==> config.mk <==
export PLATFORM = sky130hd
export DESIGN_NAME = interrupt_dispatcher
export DESIGN_NICKNAME = d
export VERILOG_FILES = /design/src/rtl/interrupt_dispatcher.sv
export SDC_FILE = /design/constraint.sdc
export NUM_CORES = 1
export LEC_CHECK = 0
export BUFFER_PORTS_ARGS = -buffer_cell sky130_fd_sc_hd__buf_2
export CORE_MARGIN = 5
export CORE_UTILIZATION = 50
export CTS_CLUSTER_SIZE = 20
export DETAILED_ROUTE_END_ITERATION = 7
export PLACE_DENSITY = 0.8
export SLEW_MARGIN = 0
export SYNTH_ARGS = -nofsm -noshare
export SYNTH_HDL_FRONTEND = slang
export SYNTH_SLANG_ARGS = --single-unit
==> constraint.sdc <==
create_clock -name CLK -period 2.54 [get_ports CLK]
set_input_delay 0.254 -clock CLK [delete_from_list [all_inputs] [get_ports CLK]]
set_output_delay 0.254 -clock CLK [all_outputs]
set_load 0.03 [all_outputs]
==> src/rtl/interrupt_dispatcher.sv <==
// interrupt_dispatcher: masks and prioritises the latched switch flags, hands the vector to the CPU and clears the serviced flag
module interrupt_dispatcher #(
  parameter int ADDR_W = 16,
  parameter logic [ADDR_W-1:0] VEC_BASE = 'h0100,
  parameter logic [ADDR_W-1:0] VEC_STRIDE = 'h0010,
  parameter logic [7:0] ACK_TIMEOUT = 8'd255
) (
  input  logic              CLK,
  input  logic              CLR,
  input  logic [3:0]        Sw_State,
  input  logic [3:0]        Int_Mask,
  input  logic              Int_En,
  input  logic              Int_Ack,
  input  logic              Int_Done,
  output logic              Int_Req,
  output logic [ADDR_W-1:0] Int_Vector,
  output logic [1:0]        Int_Src,
  output logic              Busy,
  output logic [3:0]        Sw_Clr,
  output logic              Ack_Missed
);
  typedef enum logic [1:0] {IDLE, REQ, SERVICE, CLEAR} state_t;
  state_t state, state_n;
  logic [1:0] idx, idx_n, low;
  logic [ADDR_W-1:0] vec, vec_n;
  logic [7:0] cnt, cnt_n;
  logic missed, missed_n;
  logic [3:0] eff;
  assign eff = Sw_State & ~Int_Mask;
  assign low = eff[0] ? 2'd0 : eff[1] ? 2'd1 : eff[2] ? 2'd2 : 2'd3;
  // state, latched source and timeout bookkeeping
  always_ff @(posedge CLK or negedge CLR)
    if (!CLR) begin
      state  <= IDLE;
      idx    <= 2'd0;
      vec    <= VEC_BASE;
      cnt    <= 8'd0;
      missed <= 1'b0;
    end else begin
      state  <= state_n;
      idx    <= idx_n;
      vec    <= vec_n;
      cnt    <= cnt_n;
      missed <= missed_n;
    end
  // dispatch sequencing; selection is frozen once a request is raised
  always_comb begin
    state_n  = state;
    idx_n    = idx;
    vec_n    = vec;
    cnt_n    = cnt;
    missed_n = missed;
    case (state)
      IDLE: begin
        cnt_n = 8'd0;
        if (Int_En && eff != 4'd0) begin
          state_n = REQ;
          idx_n   = low;
          vec_n   = VEC_BASE + VEC_STRIDE * ADDR_W'(low);
        end
      end
      REQ:
        if (Int_Ack) begin
          state_n = SERVICE;
          cnt_n   = 8'd0;
        end else if (!Int_En) state_n = IDLE;
        else if (cnt != ACK_TIMEOUT) begin
          cnt_n    = cnt + 8'd1;
          missed_n = missed | (cnt_n == ACK_TIMEOUT);
        end
      SERVICE: state_n = Int_Done ? CLEAR : SERVICE;
      default: state_n = IDLE;
    endcase
  end
  assign Int_Req    = state == REQ;
  assign Busy       = state == SERVICE || state == CLEAR;
  assign Sw_Clr     = state == CLEAR ? 4'b0001 << idx : 4'b0000;
  assign Int_Vector = vec;
  assign Int_Src    = idx;
  assign Ack_Missed = missed;
endmodule

Word-level counts from Yosys, hierarchy flattened
Index checks and enable logic that the tools add are counted.
{"block": "classes", "muxes": 13, "n_bitwise": 4, "add_sub_neg": 2, "shifts": 1, "eq_ne": 9, "n_reduce_logical": 9}
{"op": "$mux 8", "n": 3}
{"op": "$pmux 8 s2", "n": 1}
{"op": "$add 9x6->10 const A", "n": 1}
{"op": "$mux 2", "n": 5}
{"op": "$add 8x1->8 const B", "n": 1}
{"op": "$eq 8x8->1 const B", "n": 1}
{"op": "$ne 8x8->1 const B", "n": 1}
{"op": "$ne 3x3->1 const B", "n": 2}
{"op": "$pmux 2 s3", "n": 1}
{"op": "$and 4x4->4", "n": 1}
{"op": "$eq 2x2->1 const B", "n": 2}
{"op": "$mux 4", "n": 1}
{"op": "$not 4->4", "n": 1}
{"op": "$reduce_and 2->1", "n": 2}
{"op": "$reduce_and 4->1", "n": 1}
{"op": "$reduce_bool 4->1", "n": 1}
{"op": "$shl 1x2->4 const A", "n": 1}
{"op": "$ne 3x2->1 const B", "n": 1}
{"op": "$reduce_and 3->1", "n": 1}
{"op": "$eq 2x1->1 const B", "n": 1}
{"op": "$logic_not 2->1", "n": 1}
{"op": "$mux 1", "n": 2}
{"op": "$ne 2x2->1 const B", "n": 1}
{"op": "$reduce_bool 2->1", "n": 1}
{"op": "4 further kinds", "n": 4}
{"block": "word_totals", "word_cells": 43, "out_inout_bits": 25, "ff_bits": 29}

Logic depth before layout (Yosys ltp)
{"block": "logic_depth", "word_depth": 6, "depth_mapped": 6}

Worst setup path before layout
No wires, ideal clock.
{"block": "synth_timing", "path_kind": "reg-to-output", "from": "reg state[1]", "to": "out Sw_Clr[0]", "arrival_ns": 1.466, "setup_slack_ns": 0.820, "stages_incl_launch_ff": 4, "path_cell_list": "dfrtp_1 clkbuf_1 nand2_1 nor3_1"}
{"block": "synth_between", "elab_chain_cells": 2}
{"element": "start: declaration", "line_no": "23", "source": "state_t state, state_n;"}
{"element": "start signal: assignment", "line_no": "40", "source": "state <= state_n;"}
{"element": "$eq 2x2->1", "line_no": "77", "source": "assign Sw_Clr = state == CLEAR ? 4'b0001 << idx : 4'b0000;"}
{"element": "$mux 4", "line_no": "77"}
{"element": "end: declaration", "line_no": "19", "source": "output logic [3:0] Sw_Clr,"}
Every way passes these cells.

Final worst setup path
{"block": "layout_timing", "from": "reg cnt[0]", "to": "reg cnt[1]"}
{"block": "layout_between", "elab_chain_cells": 5, "word_cells_on_any_way": 8, "classes_between": "add/sub (1); eq/ne (2); mux (4); reduce/logical (1)"}
{"element": "start: declaration", "line_no": "26", "source": "logic [7:0] cnt, cnt_n;"}
{"element": "start signal: assignment", "line_no": "43", "source": "cnt <= cnt_n;"}
{"element": "$add 8x1->8", "line_no": "68", "source": "cnt_n = cnt + 8'd1;"}
{"element": "$mux 8", "line_no": "67", "source": "else if (cnt != ACK_TIMEOUT) begin"}
{"element": "$mux 8", "line_no": "66", "source": "end else if (!Int_En) state_n = IDLE;"}
{"element": "$mux 8", "line_no": "63", "source": "if (Int_Ack) begin"}
{"element": "$pmux 8 s2", "line_no": "53", "source": "case (state)"}
Parallel ways exist; a longest one is shown, timed or not. The select of a mux whose other input is x is not followed.
A chain may end at the register's enable or synchronous reset.

==> impl_results.md <==
* Area of the core at between 1500 and 2000 um2
* Gate Count Post-Synth at roughly 120
* Critical path type: flip-flop to flip-flop
* Setup slack of the most critical reg-to-reg path at 0.83 ns
* Starting density of the core at 52.2%
* Number of sinks driven by the clock tree at 13
* Hold crit path type: input pin to flip-flop
* Maximum operating frequency at around 580 MHz
* Depth of the CTS H-tree at 1
* Synth area leaders: sky130_fd_sc_hd__dfrtp_1, sky130_fd_sc_hd__buf_4, sky130_fd_sc_hd__nand2_1
* Fin. max-slew vios at 0
* Most area-hungry cell type in the Yosys netlist: sky130_fd_sc_hd__dfrtp_1
* Hold Path Depth at 3
* Detailed Routing Iterations Pass 1 at 4
* Finished Layout Cells at ~160
* Total buffers and inverters traversed by the critical path at 0
* RR Startpoint: cnt[0]
* Reg-to-Reg End: cnt[1]
* Number of antenna violations at the first check in global routing at 0
* Category of the worst setup path capture point: flip-flop
* Clock buffer count from CTS at 3
* Die span in y at between 50 and 60 um
* Primary flip-flop cell chosen by synthesis mapping: sky130_fd_sc_hd__dfrtp_1
* Pin count of the biggest net entering global routing at 16
* Register-to-Register Path Depth at 5
* Clock transition at the registers of the reported paths at about 0.08 ns
* Fraction of the cycle the final worst path needs at 67.4%
* Clock latency reported for the late side of the worst-skew pair at 0.28 ns
* Register bit count reported by yosys at 13
* RePlAce Congestion at between 0.8 and 0.9
* Via count at roughly 860
* CTS Buffer Depth at 2
* Number of endpoints with negative hold slack in the final report at 0
* Post CTS Setup Buffer Count at 0
* Hold worst-path end: state[0]
* Number of standard-cell rows in the floorplan at 16
* Area growth, synth to finish at 7.82%
* Layout cell share with drive strength beyond 1 at around a quarter
* Most common cell after layout, fill and taps aside: sky130_fd_sc_hd__buf_2
* CP cell instances: ha_1, nand3_2, o31ai_4, a21oi_1, o32ai_1
* Critical Path Start Type: flip-flop
* Ratio of routed vias to standard cells at about 5.3
* Root buffer cell: sky130_fd_sc_hd__clkbuf_4
* Unrepaired setup endpoints after global routing: false
* Worst voltage drop across the vdd grid at 0.000371 V
* Time the final worst path needs with I/O delays and setup at between 1.5 and 2 ns
* Post-synthesis cell type count at 50
* TNS Setup at 0 ns
* Total inserted antenna cells at 0
* Setup Skew at ~0.0024 ns
* Mapped Area at roughly 1000 um2
* Final-report setup violation count at 0
* Total wire length at about 2200 um
* I/O Pins at 38
* ANT nets after route at 0
* Part of the Yosys area used for sequential elements at 31.8%
* Combined global-route utilization of all metal layers at between 10% and 20%
* Number of placed instances, taps included at 157
* IO buf count at 23
* Crit path max-delay cell type: sky130_fd_sc_hd__dfrtp_1
* Worst min-delay path startpoint: Int_Done
* Vias in the first global route at around 850
* Leakage power figure at 0.533 nW
* Highest fanout seen on the critical path at 9
* Kind of cell with the highest combined delay on the critical path: compound AO/OA/AOI/OAI gates
* Sum of overflow across all layers after global routing at 0
* Power density normalized to cell area at 710 nW/um2
* Net total in the final layout at roughly 150
* Outcome: finished clean
* Width of the die at approximately 55 um
* Commonest cells after routing, fill and taps aside: sky130_fd_sc_hd__buf_2, sky130_fd_sc_hd__conb_1, sky130_fd_sc_hd__dfrtp_1
* Initial DRC Count at 17
* Yosys warning count at 0
* Post-DR wirelength/cell at around 14 um
* # DRC at 0
* Wire length of the first global-routing pass at 3770 um
* Crit path required time at between 2 and 3 ns
* Post-synthesis async set-or-reset flop share at 100%
* Top-area cell type share of the netlist area at about a third
* Mean instance size in the synthesized netlist at just under 9 um2
* Number of enable-type register cells in the synthesized netlist at 0
* Largest incremental delay on the critical path at 0.44 ns
* TritonCTS clock tree: done
* Hpwl dp at 1750 um
* Die outline area at just over 3000 um2
* Max-capacitance violation count at 0
* Arrival time reported for the critical path endpoint at approximately 1.9 ns
## cells by family (layout without fill, tap and decap cells)
family / count (synthesis) / count (layout) / synth area share, %
buffers and inverters: 29 / 35 / 17.2
AOI/OAI and AO/OA: 26 / 26 / 19.4
DFF: 13 / 13 / 31.8
adders and majority gates: 2 / 2 / 2.44
other: 2 / 14 / 0.734
xor gates and xnor gates: 2 / 2 / 1.71
muxes: 2 / 2 / 2.08
and+or+nand+nor: 41 / 41 / 24.6
## sequential cells by signal, indices dropped and copies added, names as in the netlist
register    count
state           2
Ack_Missed      1
cnt             8
Int_Src         2
## tightest hold or removal path, stage by stage
cell and delay (ns):
sky130_fd_sc_hd__buf_2 0.07, sky130_fd_sc_hd__a22oi_1 0.07, sky130_fd_sc_hd__nand2_1 0.06
## cell usage after synthesis (2+ instances only)
cell type / number
sky130_fd_sc_hd__buf_4: 16
sky130_fd_sc_hd__dfrtp_1: 13
sky130_fd_sc_hd__nand2_1: 8
sky130_fd_sc_hd__inv_1: 7
sky130_fd_sc_hd__nand3_1: 4
sky130_fd_sc_hd__nor2_1: 4
sky130_fd_sc_hd__o21ai_0: 4
sky130_fd_sc_hd__a21oi_1: 3
sky130_fd_sc_hd__nor3_1: 3
sky130_fd_sc_hd__a21o_1: 2
sky130_fd_sc_hd__buf_2: 2
sky130_fd_sc_hd__clkbuf_1: 2
sky130_fd_sc_hd__conb_1: 2
sky130_fd_sc_hd__ha_1: 2
sky130_fd_sc_hd__nand2b_1: 2
sky130_fd_sc_hd__nand3_2: 2
sky130_fd_sc_hd__nand4b_1: 2
sky130_fd_sc_hd__nor2b_1: 2
sky130_fd_sc_hd__nor3b_1: 2
sky130_fd_sc_hd__nor4_1: 2
sky130_fd_sc_hd__o211ai_1: 2
sky130_fd_sc_hd__or4_1: 2
sky130_fd_sc_hd__xnor2_1: 2
## metal layers
metal	GRT usage, %	up-vias	wire length [um]
met5	0	-	0
met4	6.60	0	38
met3	3.26	5	147
met2	28.4	39	1130
met1	16.4	400	904
li1	-	420	-
## worst max-delay path by stage
stage               slack [ns]  cells after the start        end  startpoint
floorplan                 0.82                      3  Sw_Clr[0]    state[1]
global placement          0.91                      5     cnt[5]      cnt[0]
detailed placement        0.83                      4     cnt[1]    state[1]
CTS                       0.81                      4     cnt[1]    state[1]
global route              0.64                      4     cnt[1]    state[1]
finish                    0.83                      5     cnt[1]      cnt[0]
## where the power goes
group,switching (mW),total [mW],internal (mW)
clock network,0.0693,0.130,0.0610
logic,0.238,0.344,0.106
registers,0.0684,0.310,0.241
## metrics by stage
stage | setup WS [ns] | hold WS [ns] | power, mW | utilization [%] | instance area (um2)
6_report | 0.827 | 0.207 | 0.784 | 56.3 | 1100
5_1_grt | 0.638 | 0.213 | 0.834 | 56.3 | 1100
4_1_cts | 0.808 | 0.208 | 0.793 | 56.3 | 1100
3_5_place_dp | 0.830 | 0.163 | 0.658 | 54.4 | 1070
3_3_place_gp | 0.913 | 0.159 | 0.649 | 54.4 | 1070
2_1_floorplan | 0.820 | -0.0416 | 0.605 | - | 1070
## timing repair
item | CTS | global route
hold buffers | 1 | 0
resized for setup | 0 | 0
endpoints found under the hold margin | 13 | 0
## area by class of cell
| cell class | instances | area (um2) |
|---|---|---|
| Clock buffer | 4 | 26.3 |
| Fill cell | 179 | 858 |
| Inverter | 7 | 26.3 |
| Multi-Input combinational cell | 87 | 567 |
| Sequential cell | 13 | 325 |
| Tap cell | 27 | 33.8 |
| Timing Repair Buffer | 24 | 125 |
Power figures use the tool's default switching activity.
